[config.mk]
export PLATFORM = sky130hd
export DESIGN_NAME = tx_frame_arbiter
export DESIGN_NICKNAME = d
export VERILOG_FILES = /design/src/rtl/tx_frame_arbiter.sv
export SDC_FILE = /design/constraint.sdc
export NUM_CORES = 1
export LEC_CHECK = 0
export CAP_MARGIN = 10
export CORE_ASPECT_RATIO = 2
export CORE_MARGIN = 8
export CORE_UTILIZATION = 43
export CTS_CLUSTER_DIAMETER = 50
export DETAILED_ROUTE_END_ITERATION = 6
export HOLD_SLACK_MARGIN = 0.15
export PLACE_DENSITY = 0.76
export SYNTH_ARGS = -nofsm -noshare
export SYNTH_HDL_FRONTEND = slang
export SYNTH_SLANG_ARGS = --single-unit
[constraint.sdc]
create_clock -name clk_1M024 -period 2.4 [get_ports clk_1M024]
set_input_delay 0.24 -clock clk_1M024 [delete_from_list [all_inputs] [get_ports clk_1M024]]
set_output_delay 0.24 -clock clk_1M024 [all_outputs]
set_load 0.05 [all_outputs]
[src/rtl/tx_frame_arbiter.sv]
// tx_frame_arbiter: round-robin whole-frame arbiter for the Tx byte stream.
// Latches the modulation mode per frame, truncates long frames, inserts gaps.
module tx_frame_arbiter #(
  parameter int unsigned MAX_FRAME_LEN = 64,
  parameter int unsigned GAP_CYCLES    = 2
) (
  input  logic        clk_1M024,
  input  logic        rst_n_1M024,
  input  logic [7:0]  s0_tdata,
  input  logic        s0_tvalid,
  input  logic        s0_tlast,
  output logic        s0_tready,
  input  logic [3:0]  s0_mode,
  input  logic [7:0]  s1_tdata,
  input  logic        s1_tvalid,
  input  logic        s1_tlast,
  output logic        s1_tready,
  input  logic [3:0]  s1_mode,
  output logic [7:0]  m_tdata,
  output logic        m_tvalid,
  output logic        m_tlast,
  output logic        m_tuser,
  input  logic        m_tready,
  output logic [3:0]  MODE_CTRL,
  output logic        active_src,
  output logic        busy,
  output logic [15:0] frames_sent,
  output logic [7:0]  frames_trunc
);

  typedef enum logic [1:0] {
    IDLE,
    XFER,
    DROP,
    GAP
  } state_t;

  localparam logic [7:0] LAST_IDX = 8'(MAX_FRAME_LEN - 1);
  localparam logic [3:0] GAP_LAST =
    4'((GAP_CYCLES == 0) ? 0 : GAP_CYCLES - 1);
  localparam state_t END_ST = (GAP_CYCLES == 0) ? IDLE : GAP;

  state_t      state_q;
  state_t      state_d;
  logic        sel_q;
  logic [3:0]  mode_q;
  logic [7:0]  cnt_q;
  logic [3:0]  gap_q;
  logic [15:0] sent_q;
  logic [7:0]  trunc_q;

  logic [7:0]  src_data;
  logic        src_valid;
  logic        src_last;
  logic        at_max;
  logic        grant_sel;
  logic [3:0]  grant_raw;
  logic [3:0]  grant_mode;
  logic        grant;
  logic        cnt_inc;
  logic        fin_ok;
  logic        fin_trunc;

  assign src_data  = sel_q ? s1_tdata  : s0_tdata;
  assign src_valid = sel_q ? s1_tvalid : s0_tvalid;
  assign src_last  = sel_q ? s1_tlast  : s0_tlast;
  assign at_max    = (cnt_q == LAST_IDX);

  // On a tie the source that did not hold the last grant wins.
  assign grant_sel = (s0_tvalid & s1_tvalid) ? ~sel_q : s1_tvalid;
  assign grant_raw = grant_sel ? s1_mode : s0_mode;
  assign grant_mode = $onehot(grant_raw) ? grant_raw : 4'b0001;

  always_comb begin
    state_d   = state_q;
    m_tdata   = 8'd0;
    m_tvalid  = 1'b0;
    m_tlast   = 1'b0;
    m_tuser   = 1'b0;
    s0_tready = 1'b0;
    s1_tready = 1'b0;
    grant     = 1'b0;
    cnt_inc   = 1'b0;
    fin_ok    = 1'b0;
    fin_trunc = 1'b0;
    unique case (state_q)
      IDLE: begin
        if (s0_tvalid | s1_tvalid) begin
          grant   = 1'b1;
          state_d = XFER;
        end
      end
      XFER: begin
        m_tdata   = src_data;
        m_tvalid  = src_valid;
        m_tlast   = src_last | at_max;
        m_tuser   = (cnt_q == 8'd0);
        s0_tready = ~sel_q & m_tready;
        s1_tready = sel_q & m_tready;
        if (src_valid & m_tready) begin
          cnt_inc = 1'b1;
          if (src_last) begin
            fin_ok  = 1'b1;
            state_d = END_ST;
          end else if (at_max) begin
            fin_trunc = 1'b1;
            state_d   = DROP;
          end
        end
      end
      DROP: begin
        s0_tready = ~sel_q;
        s1_tready = sel_q;
        if (src_valid & src_last) begin
          state_d = END_ST;
        end
      end
      GAP: begin
        if (gap_q == GAP_LAST) begin
          state_d = IDLE;
        end
      end
      default: state_d = IDLE;
    endcase
  end

  always_ff @(posedge clk_1M024 or negedge rst_n_1M024) begin
    if (!rst_n_1M024) begin
      state_q <= IDLE;
      sel_q   <= 1'b1;
      mode_q  <= 4'b0001;
      cnt_q   <= 8'd0;
      gap_q   <= 4'd0;
      sent_q  <= 16'd0;
      trunc_q <= 8'd0;
    end else begin
      state_q <= state_d;
      if (grant) begin
        sel_q  <= grant_sel;
        mode_q <= grant_mode;
        cnt_q  <= 8'd0;
      end else if (cnt_inc) begin
        cnt_q <= cnt_q + 8'd1;
      end
      if (state_q == GAP) begin
        gap_q <= gap_q + 4'd1;
      end else begin
        gap_q <= 4'd0;
      end
      if (fin_ok | fin_trunc) begin
        sent_q <= sent_q + 16'd1;
      end
      if (fin_trunc && trunc_q != 8'hFF) begin
        trunc_q <= trunc_q + 8'd1;
      end
    end
  end

  assign MODE_CTRL    = mode_q;
  assign active_src   = sel_q;
  assign busy         = (state_q != IDLE);
  assign frames_sent  = sent_q;
  assign frames_trunc = trunc_q;

endmodule

### Word-level counts from Yosys, hierarchy flattened

Cells that the tools add are included.

* register bits after elaboration: 43
* input port bits: 31
* output and inout bits: 43
* logic and storage cells: 74

* add/subtract/negate cells: 7
* equal/unequal tests: 12
* muxes and demuxes: 33
* bitwise gates (word level): 9
* reduce and logical (&&, ||, !) cells: 6

Operators with widths (number)
* two-way mux 8 bit: 4
* two-way mux 1 bit: 17
* adder 16 x 1 -> 16 bit (second input constant): 1
* adder 8 x 1 -> 8 bit (second input constant): 2
* two-way mux 2 bit: 6
* two-way mux 4 bit: 3
* == test 8 x 6 -> 1 bit (second input constant): 1
* zero test 8 bit: 1
* inequality test 2 bit (second input constant): 4
* inequality test 8 bit (second input constant): 1
* one-hot mux 2 bit (4 select lines): 1
* AND 1 bit: 5
* AND reduction 5 bit: 1
* adder 1 x 1 -> 2 bit: 2
* adder 4 x 1 -> 4 bit (second input constant): 1
* == test 2 bit (second input constant): 2
* == test 4 x 1 -> 1 bit (second input constant): 1
* one-hot mux 1 bit (2 select lines): 2
* nonzero test 2 bit: 2
* adder 2 x 2 -> 3 bit: 1
* == test 3 x 1 -> 1 bit (second input constant): 1
* inequality test 3 bit (second input constant): 1
* OR 1 bit: 3
* == test 2 x 1 -> 1 bit (second input constant): 1
* 3 further kinds: 3

### Logic depth before layout (Yosys ltp)

Gate-level depths: netlist of run 1.

* word-level depth: 7
* gate-level depth with buffers: 11
* depth with buffers taken out: 10

### Least setup slack after synthesis of run 1

No wires, ideal clock.

* kind: register to register
* start point: register sel_q (netlist: active_src)
* end point: register mode_q[2] (netlist: MODE_CTRL[2])
* setup time: 0.121 ns
* arrival time: 2.589 ns
* required time: 2.279 ns
* setup slack: -0.310 ns
* stages on the path, launching flop included: 12
* buffers on the path: 1
* clock period less this slack: 2.710 ns
* cells stage by stage: dfstp_2 > buf_4 > a21boi_1 > mux2i_1 > fa_1 > inv_1 > ha_1 > ha_1 > nor2_1 > nand3_1 > inv_1 > a22o_1

* longest elaborated chain between the ends: 7
* elaborated cells on any way between the ends: 8
* classes of those cells: add/sub (3); eq/ne (1); mux (3); bitwise (1)

RTL lines
* from (decl): RTL line 45 `logic sel_q;`
* from (signal assigned): RTL line 139 `sel_q <= grant_sel;`
* inverter 1 bit *: RTL line 70 `assign grant_sel = (s0_tvalid & s1_tvalid) ? ~sel_q : s1_tvalid;`
* two-way mux 1 bit *: RTL line 70
* two-way mux 4 bit *: RTL line 71 `assign grant_raw = grant_sel ? s1_mode : s0_mode;`
* adder 1 x 1 -> 2 bit (not written as such): RTL line 72 `assign grant_mode = $onehot(grant_raw) ? grant_raw : 4'b0001;`
* adder 2 x 2 -> 3 bit (not written as such): RTL line 72
* == test 3 x 1 -> 1 bit: RTL line 72
* two-way mux 4 bit *: RTL line 72
* to (signal assigned): RTL line 140 `mode_q <= grant_mode;`
* to (decl): RTL line 46 `logic [3:0] mode_q;`

Every way passes the cells marked *; elsewhere a longest branch is shown, timed or not.
A chain may end at the register's enable or synchronous reset.

### Worst setup path in the final report of run 1

Ends and elaborated chain as after synthesis.

==> results of run 1 <==
[metal layers]
layer	global-route usage [%]	vias to the layer above	share of wire, %
li1	-	1029	-
met1	17.5	1049	42
met2	24.7	97	47
met3	6.84	13	8.9
met4	6.06	0	2.1
met5	0	-	0
[power by group]
part | internal (uW) | total, uW | leakage [uW] | switching, uW
combinational | 755 | 1920 | 0.000996 | 1170
sequential | 847 | 961 | 0.000582 | 113
clock | 597 | 879 | 0.0000911 | 282
total | 2200 | 3760 | 0.00167 | 1560
[flip-flops by register name (all words and copies together), names as in the netlist]
signal        cells
state_q           2
gap_q             4
active_src        1
frames_trunc      8
frames_sent      16
MODE_CTRL         4
cnt_q             8
[timing repair]
action / 4_1_cts / 5_1_grt
buffers inserted: 1 / 2
hold endpoints to repair: 41 / 0
endpoints found under the setup margin: 4 / 3
pin swaps: 2 / 6
hold buffers: 1 / 0
resized for setup: 4 / 8
[per-stage QoR]
step / area (sq um) / cells
2_1_floorplan: 2610 / 247
3_3_place_gp: 3430 / 382
3_5_place_dp: 3430 / 382
4_1_cts: 3630 / 392
5_1_grt: 3690 / 394
6_report: 3690 / 394
[cells by family after synthesis]
| group | Yosys count | synth area share [%] |
|---|---|---|
| xor gates and xnor gates | 31 | 10.5 |
| DFF | 43 | 41.7 |
| adders and majority gates | 13 | 6.59 |
| AOI/OAI and AO/OA | 21 | 5.76 |
| buffers and inverters | 18 | 3.39 |
| and+or+nand+nor | 103 | 24.5 |
| muxes | 18 | 7.51 |
[cell type report]
cell class / instances / area [sq um] / share of cell area [%]
Clock inverter: 2 / 60.1 / 1.63
Timing Repair Buffer: 83 / 818 / 22.2
Inverter: 11 / 41.3 / 1.12
Multi-Input combinational cell: 186 / 1490 / 40.2
Clock buffer: 6 / 129 / 3.49
Sequential cell: 43 / 1080 / 29.2
Tap cell: 63 / 78.8 / 2.14
[path summary, 6_finish.rpt]
check | slack [ns] | end | cells after the start | start
worst max-delay path | 0.02 | MODE_CTRL[2] | 10 | active_src
worst min-delay path | 0.46 | active_src | 3 | s0_tvalid
worst max register to register | 0.02 | MODE_CTRL[2] | 10 | active_src
worst min register to register | 0.47 | frames_sent[15] | 1 | frames_sent[15]
max in group asynchronous | 1.15 | frames_sent[15] | 2 | rst_n_1M024
min in group asynchronous | 0.63 | MODE_CTRL[3] | 2 | rst_n_1M024
[cells in the mapped netlist, drive strengths merged, types with 2 or more instances]
master / count
nand4: 6
o21ai: 6
o21a: 2
nand2: 14
and2: 5
o211ai: 2
xor2: 25
mux2: 5
nor4b: 2
and4: 3
nor3: 11
dfstp: 2
mux2i: 13
nor2: 19
nand3: 14
clkbuf: 2
inv: 11
nor4: 8
nor2b: 11
a21oi: 5
xnor2: 6
nor3b: 2
ha: 12
dfrtp: 41
buf: 5
[worst min-delay path, stage by stage]
cell and delay (ns):
dlygate4sd2_1 0.25, buf_4 0.17, a31oi_1 0.09
==> metrics, run 1 <==
post-synthesis cell type count=54; Routed Antenna Nets=0; worst-path cell chain=a21boi_4, mux2i_2, fa_1, inv_1, ha_2, ha_4, nor2_4, nand3_2, inv_2, a22o_1; RSZ-0062 raised after global routing=true; vias in the first global route=2373; antenna cells=0; worst endpoint required time=2.58 ns; worst hold slack=0.463 ns; Core ar.=0.00591 sq mm; Clock Tree Root=clkbuf_16; post-synth net total=291; worst vdd ir=0.000816 V; setup TNS=0 ns; Lkg Pwr=0.00167 uW; clock net sink count=43; cell family with most CP delay=adder cells; commonest non-fill, non-tap cells in the layout=clkdlybuf4s50_1, dfrtp_1, xor2_1; HPWL Detailed=4910 um; CTS Buffer Depth=2; Die Y=126 um; fin nets=374; top cells by area, synth=dfrtp_1, xor2_1, ha_1, mux2i_1, nor2b_1; cells after synthesis=247; layout cells sized above 1=18.4%; via/cell ratio=5.55; number of synthesized flops with an enable pin=0; Yosys Warn Count=0; fin worst setup slack=0.0169 ns; commonest non-fill, non-tap cell in the layout=clkdlybuf4s50_1; # fillers=474; fmax=0.420 GHz; DRT Pass-1 Iters=6; io pins=74; Slew headroom=35.8%; Setup crit start kind=register; residual DRC count=0; Worst Clk Skew=0.00790 ns; final setup fails=0; top-area cell type share of the netlist area=39.7%; GRT overflow=0; Yosys top cell by area=dfrtp_1; Buf+Inv Stages, Crit Path=2; largest net degree at the start of global routing=44; DR WL/cell=16.9 um; Chip Width=70.8 um; Worst-path clk slew=0.06 ns; Crit. End Element=register; Fin. Hold Viols=0; Std-Cell Rows=40; status=complete, no violations; max-cap viol count=0; WL final=6660 um; Iter 0 DRT Violations=86; CTS Buf Count=5; level count of the clock H-tree=2; CP Max Fanout=4; Slew Limit Fails=0; first-pass GRT wire length=11200 um; period utilisation layout=99.3%; pre-CTS worst setup slack=-0.376 ns; post-layout power=3760 uW; flops & latches, synth=43; Synth Cell Area=0.00258 sq mm; Util after Layout=62.5%; asr flop ratio synth=100%; Hold Crit Class=primary input to register; Seq/Total Area, Yosys=41.7%; Period minus WS final=2.38 ns; clk_lat worst skew=0.29 ns; initial antenna violation count=0; CTS tree=done; Die Footprint=0.00890 sq mm; Slowest Stage Delay on Critical Path=0.57 ns; Worst path slowest cell=fa_1; Layout area overhead=42.9%; pwr dens=1020 mW/mm^2; worst-margin pin slew=0.963 ns; Worst Path Arrival=2.56 ns; Synth Flop Type=dfrtp_1; Critical Setup Path Class=register to register; I/O Buffers=73; gp weighted congestion=0.845; routed vias=2188; GRT Resource Usage Total=15.5%; Mean Syn Cell Area=10.5 sq um; Initial Utilization=43.8%
No activity file was read; power rests on OpenSTA's default activity.
==> inputs of run 2 (changes only) <==
SKIP_LAST_GASP = 1   (was not set)
==> run 2 against run 1 <==
Sequential share of layout area is 0.070 points higher. Largest cell class unchanged. Routed wire length is 0.15% higher. Hold slack hardly changed. Clock skew stayed put. Combinational power hardly changed. Global-route usage stayed put. Fmax stayed put.
==> metrics, run 2 (synthesized netlist as in run 1, its figures left out) <==
Worst Clk Skew=0.00790 ns (unchanged); GRT overflow=0 (unchanged); worst endpoint required time=2.58 ns (about the same); DRT Pass-1 Iters=6 (unchanged); Iter 0 DRT Violations=91 (was 86); Int Pwr=2190 uW (was 2200 uW); Lkg Pwr=0.00167 uW (about the same); Clk pwr share=23.4% (about the same); switching share of power=41.6% (about the same); RR Startpoint=active_src (unchanged); Period minus WS final=2.38 ns (about the same); pwr dens=1020 mW/mm^2 (about the same); WL final=6670 um (was 6660 um); register share of total power=25.6% (was 25.5%); setup TNS=0 ns (unchanged); Critical Setup Path Class=register to register (unchanged); Hold Path End=active_src (unchanged); io pins=74 (unchanged); period utilisation layout=99.3% (about the same); worst-path cell chain=a21boi_4, mux2i_2, fa_1, inv_1, ha_2, ha_4, nor2_4, nand3_2, inv_2, a22o_1 (unchanged); fin nets=374 (unchanged); clock net sink count=43 (unchanged); Crit. End Element=register (unchanged); Worst Path Arrival=2.56 ns (about the same); I/O Buffers=73 (unchanged); Setup crit start kind=register (unchanged); via/cell ratio=5.55 (about the same); Layout area overhead=42.5% (was 42.9%); CTS Buf Count=5 (unchanged); Clock Tree Root=clkbuf_16 (unchanged); Hold Crit Class=primary input to register (unchanged); FF-to-FF path depth=10 (unchanged); fmax=0.420 GHz (unchanged); Initial Utilization=43.8% (unchanged); fin worst setup slack=0.0169 ns (about the same); Fin. Hold Viols=0 (unchanged); residual DRC count=0 (unchanged); sw power=1560 uW (about the same); HPWL Detailed=4910 um (unchanged); clk_lat worst skew=0.29 ns (about the same); CP Max Fanout=4 (unchanged); worst vdd ir=0.000816 V (about the same); gp weighted congestion=0.845 (unchanged); Largest register FFs=16 (unchanged); Worst-path clk slew=0.06 ns (about the same); worst-margin pin slew=0.963 ns (unchanged); Worst path slowest cell=fa_1 (unchanged); commonest non-fill, non-tap cell in the layout=clkdlybuf4s50_1 (unchanged); Die Footprint=0.00890 sq mm (unchanged); CTS tree=done (unchanged); first-pass GRT wire length=11200 um (unchanged); layout cells sized above 1=18.4% (unchanged); Gate power share=51.0% (was 51.1%); Slowest Stage Delay on Critical Path=0.57 ns (about the same); DR WL/cell=16.9 um (about the same); Die Y=126 um (unchanged); Core ar.=0.00591 sq mm (unchanged); commonest non-fill, non-tap cells in the layout=clkdlybuf4s50_1, dfrtp_1, xor2_1 (unchanged); cell family with most CP delay=adder cells (unchanged); pre-CTS worst setup slack=-0.376 ns (unchanged); largest net degree at the start of global routing=44 (unchanged); final setup fails=0 (unchanged); Chip Width=70.8 um (unchanged); Critical R2R Capture=MODE_CTRL[2] (unchanged); hold path start=s0_tvalid (unchanged); routed vias=2185 (was 2188); level count of the clock H-tree=2 (unchanged); Std-Cell Rows=40 (unchanged); RSZ-0062 raised after global routing=true (unchanged); vias in the first global route=2373 (unchanged); initial antenna violation count=0 (unchanged); antenna cells=0 (unchanged); CTS Buffer Depth=2 (unchanged); Slew headroom=35.8% (unchanged); GRT Resource Usage Total=15.5% (unchanged); Buf+Inv Stages, Crit Path=2 (unchanged); Hold Path Depth=3 (unchanged); max-cap viol count=0 (unchanged); Slew Limit Fails=0 (unchanged); status=complete, no violations (unchanged); R2R setup slack=0.02 ns (about the same); Routed Antenna Nets=0 (unchanged); # fillers=474 (unchanged)
[run 2: cell count changes in the layout (fill, tap and decap cells not counted)]
| cell | previous run | this run |
|---|---|---|
| mux2i_2 | 3 | 4 |
| mux2i_4 | 2 | 1 |
[run 2: cell type report]
class | count | area [sq um] | share of cell area [%]
flip-flops and latches | 43 | 1080 | 29.3
clock inverters | 2 | 60.1 | 1.63
clock buffers | 6 | 129 | 3.50
well taps | 63 | 78.8 | 2.14
multi-input cells | 186 | 1480 | 40.1
repair buffers | 83 | 818 | 22.2
inverters | 11 | 41.3 | 1.12
[run 2: layer usage]
metal | GRT usage [%] | routed length [um] | up-vias
met5 | 0 | 0 | -
met1 | 17.5 | 2800 | 1047
met2 | 24.7 | 3140 | 97
met3 | 6.84 | 593 | 13
li1 | - | - | 1028
met4 | 6.06 | 141 | 0
[run 2: worst reg2reg max path, cell delays in order, from the launching register on]
cell and delay (ns):
dfstp_2 0.56, a21boi_4 0.10, mux2i_2 0.18, fa_1 0.57
inv_1 0.06, ha_2 0.18, ha_4 0.27, nor2_4 0.03
nand3_2 0.09, inv_2 0.05, a22o_1 0.19
[run 2: what timing repair did]
item,4_1_cts,5_1_grt
gates cloned,0,0
setup endpoints to repair,4,3
buffers inserted,1,2
hold buffers,1,0
resized for setup,4,7
hold endpoints to repair,41,0
pin swaps,2,6
[run 2: worst max-delay path by stage]
stage                     slack (ns)            to  startpoint  depth (start not counted)
after global placement         -0.23  MODE_CTRL[2]   s1_tvalid                         11
after detailed placement       -0.38  MODE_CTRL[1]   s1_tvalid                         10
after global routing           -0.05  MODE_CTRL[2]  active_src                         10
after floorplan                -0.17  MODE_CTRL[2]  active_src                         11
after CTS                       0.02  MODE_CTRL[2]  active_src                         10
final                           0.02  MODE_CTRL[2]  active_src                         10
[run 2: power groups by stage]
stage	combinational (uW)	clock [uW]	sequential, uW
floorplan	1030	0	1180
global placement	1810	0	967
detailed placement	1860	0	974
CTS	1880	893	962
global route	2050	923	980
finish	1910	879	961
[run 2: per-stage QoR]
| step | std cells | util [%] | power [uW] | hold slack, ns | cell area (sq um) |
|---|---|---|---|---|---|
| finish | 394 | 62.4 | 3750 | 0.463 | 3680 |
| global route | 394 | 62.4 | 3950 | 0.485 | 3680 |
| CTS | 392 | 61.5 | 3730 | 0.471 | 3630 |
| detailed placement | 382 | 58.0 | 2830 | 0.441 | 3430 |
| global placement | 382 | 58.0 | 2770 | 0.441 | 3430 |
| floorplan | 247 | - | 2200 | -0.0556 | 2610 |
